**src/rtl/hazard_pkg.sv**
```systemverilog
// Shared types and constants for the pipeline hazard unit and its forwarding muxes.
package hazard_pkg;

  localparam int unsigned REG_IDX_W = 5;

  typedef enum logic [1:0] {
    FWD_REG,
    FWD_EX,
    FWD_MEM,
    FWD_WB
  } fwd_sel_e;

  typedef enum logic {
    RUN,
    MEM_WAIT
  } hz_state_e;

endpackage

```
**src/rtl/hazard_unit_fwd_mux.sv**
```systemverilog
// Single-operand bypass selector: picks the youngest in-flight producer of src_index.
module fwd_mux
  import hazard_pkg::*;
#(
  parameter int unsigned XLEN = 32
) (
  input  logic [REG_IDX_W-1:0] src_index,
  input  logic [XLEN-1:0]      reg_value,
  input  logic [REG_IDX_W-1:0] ex_rd_index,
  input  logic                 ex_fwd_en,
  input  logic [XLEN-1:0]      ex_value,
  input  logic [REG_IDX_W-1:0] mem_rd_index,
  input  logic                 mem_fwd_en,
  input  logic [XLEN-1:0]      mem_value,
  input  logic [REG_IDX_W-1:0] wb_rd_index,
  input  logic                 wb_fwd_en,
  input  logic [XLEN-1:0]      wb_value,
  output logic [XLEN-1:0]      fwd_value
);

  fwd_sel_e sel;

  // x0 is hard-wired, so it never takes a bypass even if a stage claims to write it
  always_comb begin
    sel = FWD_REG;
    if (src_index != '0) begin
      if (ex_fwd_en && (ex_rd_index == src_index))
        sel = FWD_EX;
      else if (mem_fwd_en && (mem_rd_index == src_index))
        sel = FWD_MEM;
      else if (wb_fwd_en && (wb_rd_index == src_index))
        sel = FWD_WB;
    end
  end

  always_comb begin
    fwd_value = reg_value;
    case (sel)
      FWD_EX:  fwd_value = ex_value;
      FWD_MEM: fwd_value = mem_value;
      FWD_WB:  fwd_value = wb_value;
      default: fwd_value = reg_value;
    endcase
  end

endmodule

```
**src/rtl/hazard_unit.sv**
```systemverilog
// Pipeline hazard control: operand forwarding, load-use bubbles, memory-wait hold,
// branch flush sequencing and a saturating stall-cycle counter.
module hazard_unit
  import hazard_pkg::*;
#(
  parameter int unsigned XLEN      = 32,
  parameter int unsigned NUM_SRC   = 2,
  parameter int unsigned FLUSH_CYC = 2,
  parameter int unsigned CNT_W     = 16
) (
  input  logic                         clk_i,
  input  logic                         reset_i,
  input  logic [NUM_SRC*REG_IDX_W-1:0] id_src_index_i,
  input  logic [NUM_SRC-1:0]           id_src_used_i,
  input  logic [NUM_SRC*XLEN-1:0]      id_src_value_i,
  input  logic [REG_IDX_W-1:0]         ex_rd_index_i,
  input  logic                         ex_we_i,
  input  logic                         ex_is_load_i,
  input  logic [XLEN-1:0]              ex_alu_res_i,
  input  logic [REG_IDX_W-1:0]         mem_rd_index_i,
  input  logic                         mem_we_i,
  input  logic                         mem_is_load_i,
  input  logic [XLEN-1:0]              mem_alu_res_i,
  input  logic [XLEN-1:0]              mem_rdata_i,
  input  logic                         mem_rdata_valid_i,
  input  logic [REG_IDX_W-1:0]         wb_rd_index_i,
  input  logic                         wb_we_i,
  input  logic [XLEN-1:0]              wb_value_i,
  input  logic                         branch_taken_i,
  output logic [NUM_SRC*XLEN-1:0]      fwd_value_o,
  output logic                         stall_o,
  output logic                         bubble_o,
  output logic                         hold_o,
  output logic                         flush_o,
  output logic [CNT_W-1:0]             stall_cnt_o
);

  localparam int unsigned FC_W = $clog2(FLUSH_CYC + 1);

  hz_state_e          state;
  logic [FC_W-1:0]    flush_cnt;
  logic               flush_pend;
  logic               wait_active;
  logic               flush_active;
  logic               load_use;
  logic [XLEN-1:0]    mem_value;
  logic [NUM_SRC*XLEN-1:0] fwd_raw;

  assign mem_value = mem_is_load_i ? mem_rdata_i : mem_alu_res_i;

  for (genvar s = 0; s < NUM_SRC; s++) begin : g_src
    fwd_mux #(.XLEN(XLEN)) u_fwd_mux (
      .src_index    (id_src_index_i[s*REG_IDX_W +: REG_IDX_W]),
      .reg_value    (id_src_value_i[s*XLEN +: XLEN]),
      .ex_rd_index  (ex_rd_index_i),
      .ex_fwd_en    (ex_we_i && !ex_is_load_i),
      .ex_value     (ex_alu_res_i),
      .mem_rd_index (mem_rd_index_i),
      .mem_fwd_en   (mem_we_i),
      .mem_value    (mem_value),
      .wb_rd_index  (wb_rd_index_i),
      .wb_fwd_en    (wb_we_i),
      .wb_value     (wb_value_i),
      .fwd_value    (fwd_raw[s*XLEN +: XLEN])
    );
  end

  always_comb begin
    load_use = 1'b0;
    if (ex_is_load_i && ex_we_i && (ex_rd_index_i != '0)) begin
      for (int unsigned s = 0; s < NUM_SRC; s++) begin
        if (id_src_used_i[s] && (id_src_index_i[s*REG_IDX_W +: REG_IDX_W] == ex_rd_index_i))
          load_use = 1'b1;
      end
    end
  end

  // Hold asserts from the first cycle an unreturned load sits in MEM, not only after
  // the FSM has registered MEM_WAIT; the state just remembers the load is outstanding.
  assign wait_active  = !mem_rdata_valid_i && ((state == MEM_WAIT) || mem_is_load_i);
  assign flush_active = (flush_cnt != '0) && !wait_active;

  assign hold_o      = !reset_i && wait_active;
  assign flush_o     = !reset_i && flush_active;
  assign stall_o     = !reset_i && (wait_active || (load_use && !flush_active));
  assign bubble_o    = !reset_i && !wait_active && load_use && !flush_active;
  assign fwd_value_o = reset_i ? '0 : fwd_raw;

  always_ff @(posedge clk_i) begin
    if (reset_i) begin
      state       <= RUN;
      flush_cnt   <= '0;
      flush_pend  <= 1'b0;
      stall_cnt_o <= '0;
    end else begin
      state <= wait_active ? MEM_WAIT : RUN;
      // Flush sequencing is frozen while held; a branch seen then is deferred.
      if (wait_active) begin
        if (branch_taken_i)
          flush_pend <= 1'b1;
      end else if (branch_taken_i || flush_pend) begin
        flush_cnt  <= FC_W'(FLUSH_CYC);
        flush_pend <= 1'b0;
      end else if (flush_cnt != '0) begin
        flush_cnt <= flush_cnt - FC_W'(1);
      end
      if ((stall_o || hold_o) && (stall_cnt_o != '1))
        stall_cnt_o <= stall_cnt_o + CNT_W'(1);
    end
  end

endmodule

```
**config.mk**
```make
export PLATFORM = sky130hd
export DESIGN_NAME = hazard_unit
export DESIGN_NICKNAME = d
export VERILOG_FILES = /design/src/rtl/hazard_pkg.sv /design/src/rtl/hazard_unit_fwd_mux.sv /design/src/rtl/hazard_unit.sv
export SDC_FILE = /design/constraint.sdc
export NUM_CORES = 1
export LEC_CHECK = 0
export ABC_AREA = 1
export CAP_MARGIN = 20
export CORE_UTILIZATION = 40
export DETAILED_ROUTE_END_ITERATION = 6
export PLACE_DENSITY = 0.8
export SETUP_SLACK_MARGIN = 0.02
export SLEW_MARGIN = 20
export SYNTH_ARGS = -nofsm -noshare
export SYNTH_HDL_FRONTEND = slang
export SYNTH_HIERARCHICAL = 1
export SYNTH_SLANG_ARGS = --single-unit
export TNS_END_PERCENT = 5
```
**constraint.sdc**
```tcl
create_clock -name clk_i -period 2.1 [get_ports clk_i]
set_input_delay 0.42 -clock clk_i [delete_from_list [all_inputs] [get_ports clk_i]]
set_output_delay 0.42 -clock clk_i [all_outputs]
set_load 0.01 [all_outputs]
```
* Word-level counts from Yosys, hierarchy flattened
Cells that the tools add are included.
** Storage, ports and cells
- Input port bits :: 228
- Output and inout bits :: 84
- Logic and storage cells :: 82
- Register bits after elaboration :: 20
** Operators by class
- Equal/unequal tests :: 16
- Add/sub/neg operators :: 2
- Bitwise operators :: 1
- Mux-type cells :: 21
- Reductions and logical operators :: 38
** Operator list (number)
- 32-bit one-hot mux with 3 select lines :: 2
- 64-bit two-way mux :: 1
- 5-bit == test :: 8
- 32-bit two-way mux :: 1
- 1-bit logical AND :: 21
- 2-bit two-way mux :: 10
- 16-bit by 1-bit adder with 16-bit output, second input constant :: 1
- 16-bit inequality test, second input constant :: 1
- 5-bit nonzero test :: 3
- 2-bit == test, second input constant :: 4
- 1-bit two-way mux :: 7
- 2-bit nonzero test :: 3
- 1-bit logical NOT :: 5
- 2-bit by 1-bit == test with 1-bit output, second input constant :: 2
- 1-bit logical OR :: 4
- 2-bit AND reduction :: 2
- 2-bit inequality test, second input constant :: 1
- 2-bit by 1-bit subtractor with 2-bit output, second input constant :: 1
- 1-bit NOT :: 1

* Longest topological paths before layout
- Word-level depth :: 10
- Mapped depth :: 15
- Depth with buffers taken out :: 14

* Hierarchy
The synthesis kept the hierarchy.
** Modules (own cells, without submodules)
- fwd_mux :: area each 1746.7 um^2, times used 2, cells an instance 342, seq. area each 0.0 um^2
- hazard_unit :: area each 2296.0 um^2, times used 1, cells an instance 460, seq. area each 400.4 um^2

* Least setup slack after synthesis
No wires, ideal clock.
- Path kind :: input to output
- Start point :: in ex_we_i
- End point :: out fwd_value_o[18]
- Data arrival time :: 1.616 ns
- Required time :: 1.680 ns
- Path buffers :: 1
- Slack :: 0.064 ns
- Stages :: 13
- Cells stage by stage :: inv_1 > nor2_1 > nand2_1 > nor2_1 > nand3_2 > nand2_1 > inv_2 > nand2_1 > buf_2 > nand3_1 > nand3_2 > inv_1 > nor2_1
** On the way
- Cells in the longest elaborated chain, start to end :: 7
- Elaborated cells between the ends (all ways) :: 9
- Classes of those cells :: 3 x eq/ne; 4 x mux; 2 x reduce/logical
** RTL lines
- start: declaration :: RTL line hazard_unit.sv:17 : input logic ex_we_i,
- 1-bit logical AND * :: RTL line hazard_unit.sv:56 : .ex_fwd_en (ex_we_i && !ex_is_load_i),
- 1-bit logical AND * :: RTL line hazard_unit_fwd_mux.sv:27 : if (ex_fwd_en && (ex_rd_index == src_index))
- 2-bit two-way mux * :: RTL line hazard_unit_fwd_mux.sv:27
- 2-bit two-way mux * :: RTL line hazard_unit_fwd_mux.sv:26 : if (src_index != '0) begin
- 2-bit == test / 2-bit by 1-bit == test with 1-bit output (equally long branches) :: RTL line hazard_unit_fwd_mux.sv:38 : case (sel)
- 32-bit one-hot mux with 3 select lines * :: RTL line hazard_unit_fwd_mux.sv:38
- net fwd_raw[18] :: RTL line hazard_unit.sv:47 : logic [NUM_SRC*XLEN-1:0] fwd_raw;
- 64-bit two-way mux * :: RTL line hazard_unit.sv:87 : assign fwd_value_o = reset_i ? '0 : fwd_raw;
- end: declaration :: RTL line hazard_unit.sv:30 : output logic [NUM_SRC*XLEN-1:0] fwd_value_o,
The timed path passes the listed nets; every way through them passes the cells marked *.

* Worst setup path in the final report
- Start point :: in id_src_index_i[1]
- End point :: out fwd_value_o[28]
** On the way
- Cells in the longest elaborated chain, start to end :: 9
- Elaborated cells between the ends (all ways) :: 16
- Classes of those cells :: 6 x eq/ne; 6 x mux; 4 x reduce/logical
** RTL lines
- start: declaration :: RTL line hazard_unit.sv:13 : input logic [NUM_SRC*REG_IDX_W-1:0] id_src_index_i,
- 5-bit == test :: RTL line hazard_unit_fwd_mux.sv:31 : else if (wb_fwd_en && (wb_rd_index == src_index))
- 1-bit logical AND :: RTL line hazard_unit_fwd_mux.sv:31
- 2-bit two-way mux :: RTL line hazard_unit_fwd_mux.sv:31
- 2-bit two-way mux :: RTL line hazard_unit_fwd_mux.sv:29 : else if (mem_fwd_en && (mem_rd_index == src_index))
- 2-bit two-way mux :: RTL line hazard_unit_fwd_mux.sv:27
- 2-bit two-way mux * :: RTL line hazard_unit_fwd_mux.sv:26
- 2-bit == test / 2-bit by 1-bit == test with 1-bit output (equally long branches) :: RTL line hazard_unit_fwd_mux.sv:38
- 32-bit one-hot mux with 3 select lines * :: RTL line hazard_unit_fwd_mux.sv:38
- net fwd_raw[28] :: RTL line hazard_unit.sv:47
- 64-bit two-way mux * :: RTL line hazard_unit.sv:87
Marks and branches as above.

==> metrics.md <==
| Metric | Value |
|---|---|
| Net count after synthesis | `1374` |
| CTS H-tree lvls | `1` |
| First-pass GRT wire length | `43.6 mm` |
| Post-route cell area | `10900 um2` |
| Worst hold start | `flush_pend` |
| CP startpoint kind | `input port` |
| Ordered cell list for the critical path | `buf_8, inv_2, nand2_1, nand2_1, nor2_2, nand2_2, nor2_4, nand2_8, clkinv_8, buf_6, buf_12, buf_8, nand3_2, nand2_1, inv_1, nand3_2, inv_1, nor2_1, buf_2` |
| PD cells | `244 nW/um2` |
| CTS Hold Bufs | `0` |
| Layout Utilization | `77.7%` |
| Vias per cell | `5.70` |
| Crit path kind | `in2out` |
| PortBufs | `311` |
| Fmax | `381 MHz` |
| Clock Tree Buf Depth | `2` |
| ANT nets after route | `0` |
| Buffer and inverter count on the worst path | `9` |
| Initial core utilization | `41.4%` |
| Worst path slowest cell | `nor2_2` |
| Initial DRT Pass Iterations | `6` |
| GP Congestion | `1.01` |
| Most frequent CP cell | `nand2_1` |
| CTS tree | `done` |
| Met1 Use GR | `46.8%` |
| Number of global-route vias before repair | `8430` |
| Synth cell types | `32` |
| Core Rows | `43` |
| CP Max Fanout | `8` |
| N_diodes | `0` |
| Antenna violations before repair | `0` |
| DRT iter0 DRCs | `1240` |
| Max IR drop VDD | `327 uV` |
| Relative slew slack | `68.0%` |
| Setup TNS | `-24.64 ns` |
| Total congestion overflow | `0` |
| Tmin final | `2.63 ns` |
| Most common cell after layout, fill and taps aside | `nand2_1` |
| Most frequent cells in the layout | `278 x nand2_1, 211 x clkdlybuf4s50_1, 203 x nand3_1` |
| CTS clk-pin slew, worst paths | `0.06 ns` |
| Period utilization | `125%` |
| Met2 Use GR | `61.8%` |
| Violated checks | `negative setup slack` |
| # fillers | `1101` |
| Global route hottest layer | `met2` |
| Share of cells above drive strength 1 | `29.2%` |
| Root buf cell | `clkbuf_16` |
| Core area | `14000 um2` |
| Met3 global-route usage | `4.79%` |
| Final Setup Violations | `64` |
| Hold Vio Cnt, Final | `0` |
| Status | `complete, but fails checks` |
| Largest net degree at the start of global routing | `39` |
| Top Family by Delay on Critical Path | `simple AND/OR/NAND/NOR gates` |
| Arrival time of the worst setup path | `2.21 ns` |
| Hold Path Class | `reg2reg` |
| CTS Sinks | `20` |
| Die area | `15000 um2` |
| FF+latch count, synth | `20` |
| Area delta synth->final | `87.9%` |
| Die width | `122 um` |
| Placed Area | `9500 um2` |
| Routed Wire Length | `31.9 mm` |
| Sequential share of the synthesized area | `6.92%` |
| Worst EP required | `1.68 ns` |
| Area of the mapped netlist | `5790 um2` |
| Io pins | `312` |
| Avg Inst Size Synth | `5.06 um2` |
| Routed length per instance | `18.7 um` |
| DP Wirelength | `20.4 mm` |
| Crit path launch | `id_src_index_i[1]` |
| Synth warn | `6` |
| GRT Overall Usage | `36.9%` |
| Maxcap violations | `0` |
| Critical path's largest stage delay | `0.19 ns` |
| Final #Nets | `1754` |
| Final worst slack | `-0.527 ns` |
| Worst skew pair latency | `0.25 ns` |
| RSZ-0062 raised after global routing | `true` |
| Cells after Synth | `1144` |
| Static Leak | `0.00550 uW` |
| Fin Clk Skew | `0.00356 ns` |
| Crit path capture type | `output pin` |
| Via count | `9712` |
| Vert. Die Dim | `122 um` |
| Number of buffers created by CTS | `3` |
| DRC | `0` |
| Reg-to-Reg Start | `flush_cnt[0]` |
| Least-Margin Pin Slew | `0.476 ns` |
| Final Max Tran Viols | `0` |
power breakdown:
part / switching [uW] / leakage, uW / total (uW) / internal, uW
combinational: 915 / 0.00529 / 1820 / 907
clock: 149 / 0.0000442 / 439 / 291
sequential: 4.74 / 0.000162 / 391 / 386
what timing repair did:
item	in CTS	in global routing
gates cloned	14	10
gates resized for setup	529	113
endpoints found under the hold margin	0	0
setup endpoints to repair	84	66
buffers inserted	24	6
pin swaps	45	55
layer usage:
metal  part of all wire (%)  up-vias
li1                       -     4396
met1                     38     4399
met2                     45      736
met3                     11      181
met4                    5.6        0
met5                      0        -
flip-flops by register name (all words and copies together) (netlist names):
register     flops
stall_cnt_o     16
flush_pend       1
state            1
flush_cnt        2
worst register-to-register path, cell delays in order (launching register included):
cell and delay (ns):
dfxtp_1 0.32, inv_1 0.09, ha_1 0.16, inv_1 0.07, nand2_2 0.08, nand2_1 0.08, a21oi_1 0.12, nand2_1 0.12
nand2_2 0.10, buf_4 0.25, nand2_4 0.17, nand2_1 0.10, a21oi_1 0.06
worst paths after layout:
| kind | slack [ns] | depth (start not counted) | end |
|---|---|---|---|
| max | -0.53 | 19 | fwd_value_o[28] |
| min | 0.48 | 2 | flush_pend |
| max reg2reg | 0.25 | 12 | stall_cnt_o[1] |
| min reg2reg | 0.48 | 2 | flush_pend |
logic make-up after synthesis:
| group | share of synthesized area [%] |
|---|---|
| DFF | 6.92 |
| AOI/OAI and AO/OA | 2.12 |
| adders and majority gates | 0.432 |
| buffers and inverters | 21.7 |
| xor gates and xnor gates | 1.82 |
| and+or+nand+nor | 67.1 |
cells in the mapped netlist:
cell type,number,share of area (%)
nor3_4,1,0.28
inv_2,12,0.78
nor2_2,2,0.22
nor3_2,1,0.17
nor2_1,115,7.5
nor3_1,8,0.69
clkbuf_1,20,1.3
o21bai_4,1,0.32
nand2_1,317,21
nand2_4,3,0.58
nand2_2,5,0.54
dfxtp_1,20,6.9
clkinv_2,2,0.17
o21ai_0,1,0.086
nand4_4,1,0.37
nand3_2,44,7.6
xor2_1,8,1.2
nand3b_1,2,0.26
buf_6,20,3.9
buf_4,4,0.52
xnor2_1,4,0.61
buf_1,1,0.065
nand4_1,64,6.9
buf_2,31,2.7
nor3b_1,1,0.13
clkinv_1,58,3.8
nand3_1,245,21
a21oi_1,18,1.6
inv_1,131,8.5
a221oi_1,1,0.15
ha_1,2,0.43
and3_1,1,0.11
layout make-up:
| class | instances | area [um2] | share of cell area [%] |
|---|---|---|---|
| multi-input combinational | 845 | 4720 | 43.4 |
| clock buffer | 4 | 88.8 | 0.817 |
| sequential | 20 | 400 | 3.68 |
| tap | 180 | 225 | 2.07 |
| timing repair buffer | 451 | 4630 | 42.6 |
| inverter | 203 | 812 | 7.47 |
through the flow:
| stage | hold slack, ns | cells | power (uW) | setup slack (ns) |
|---|---|---|---|---|
| 2_1_floorplan | 0.440 | 1144 | 1050 | 0.0638 |
| 3_3_place_gp | 0.452 | 1646 | 1980 | -1.27 |
| 5_1_grt | 0.490 | 1703 | 2780 | -0.544 |
| 4_1_cts | 0.464 | 1688 | 2490 | -0.372 |
| 6_report | 0.477 | 1703 | 2650 | -0.527 |
| 3_5_place_dp | 0.456 | 1646 | 1980 | -1.28 |
Power figures use the tool's default switching activity.
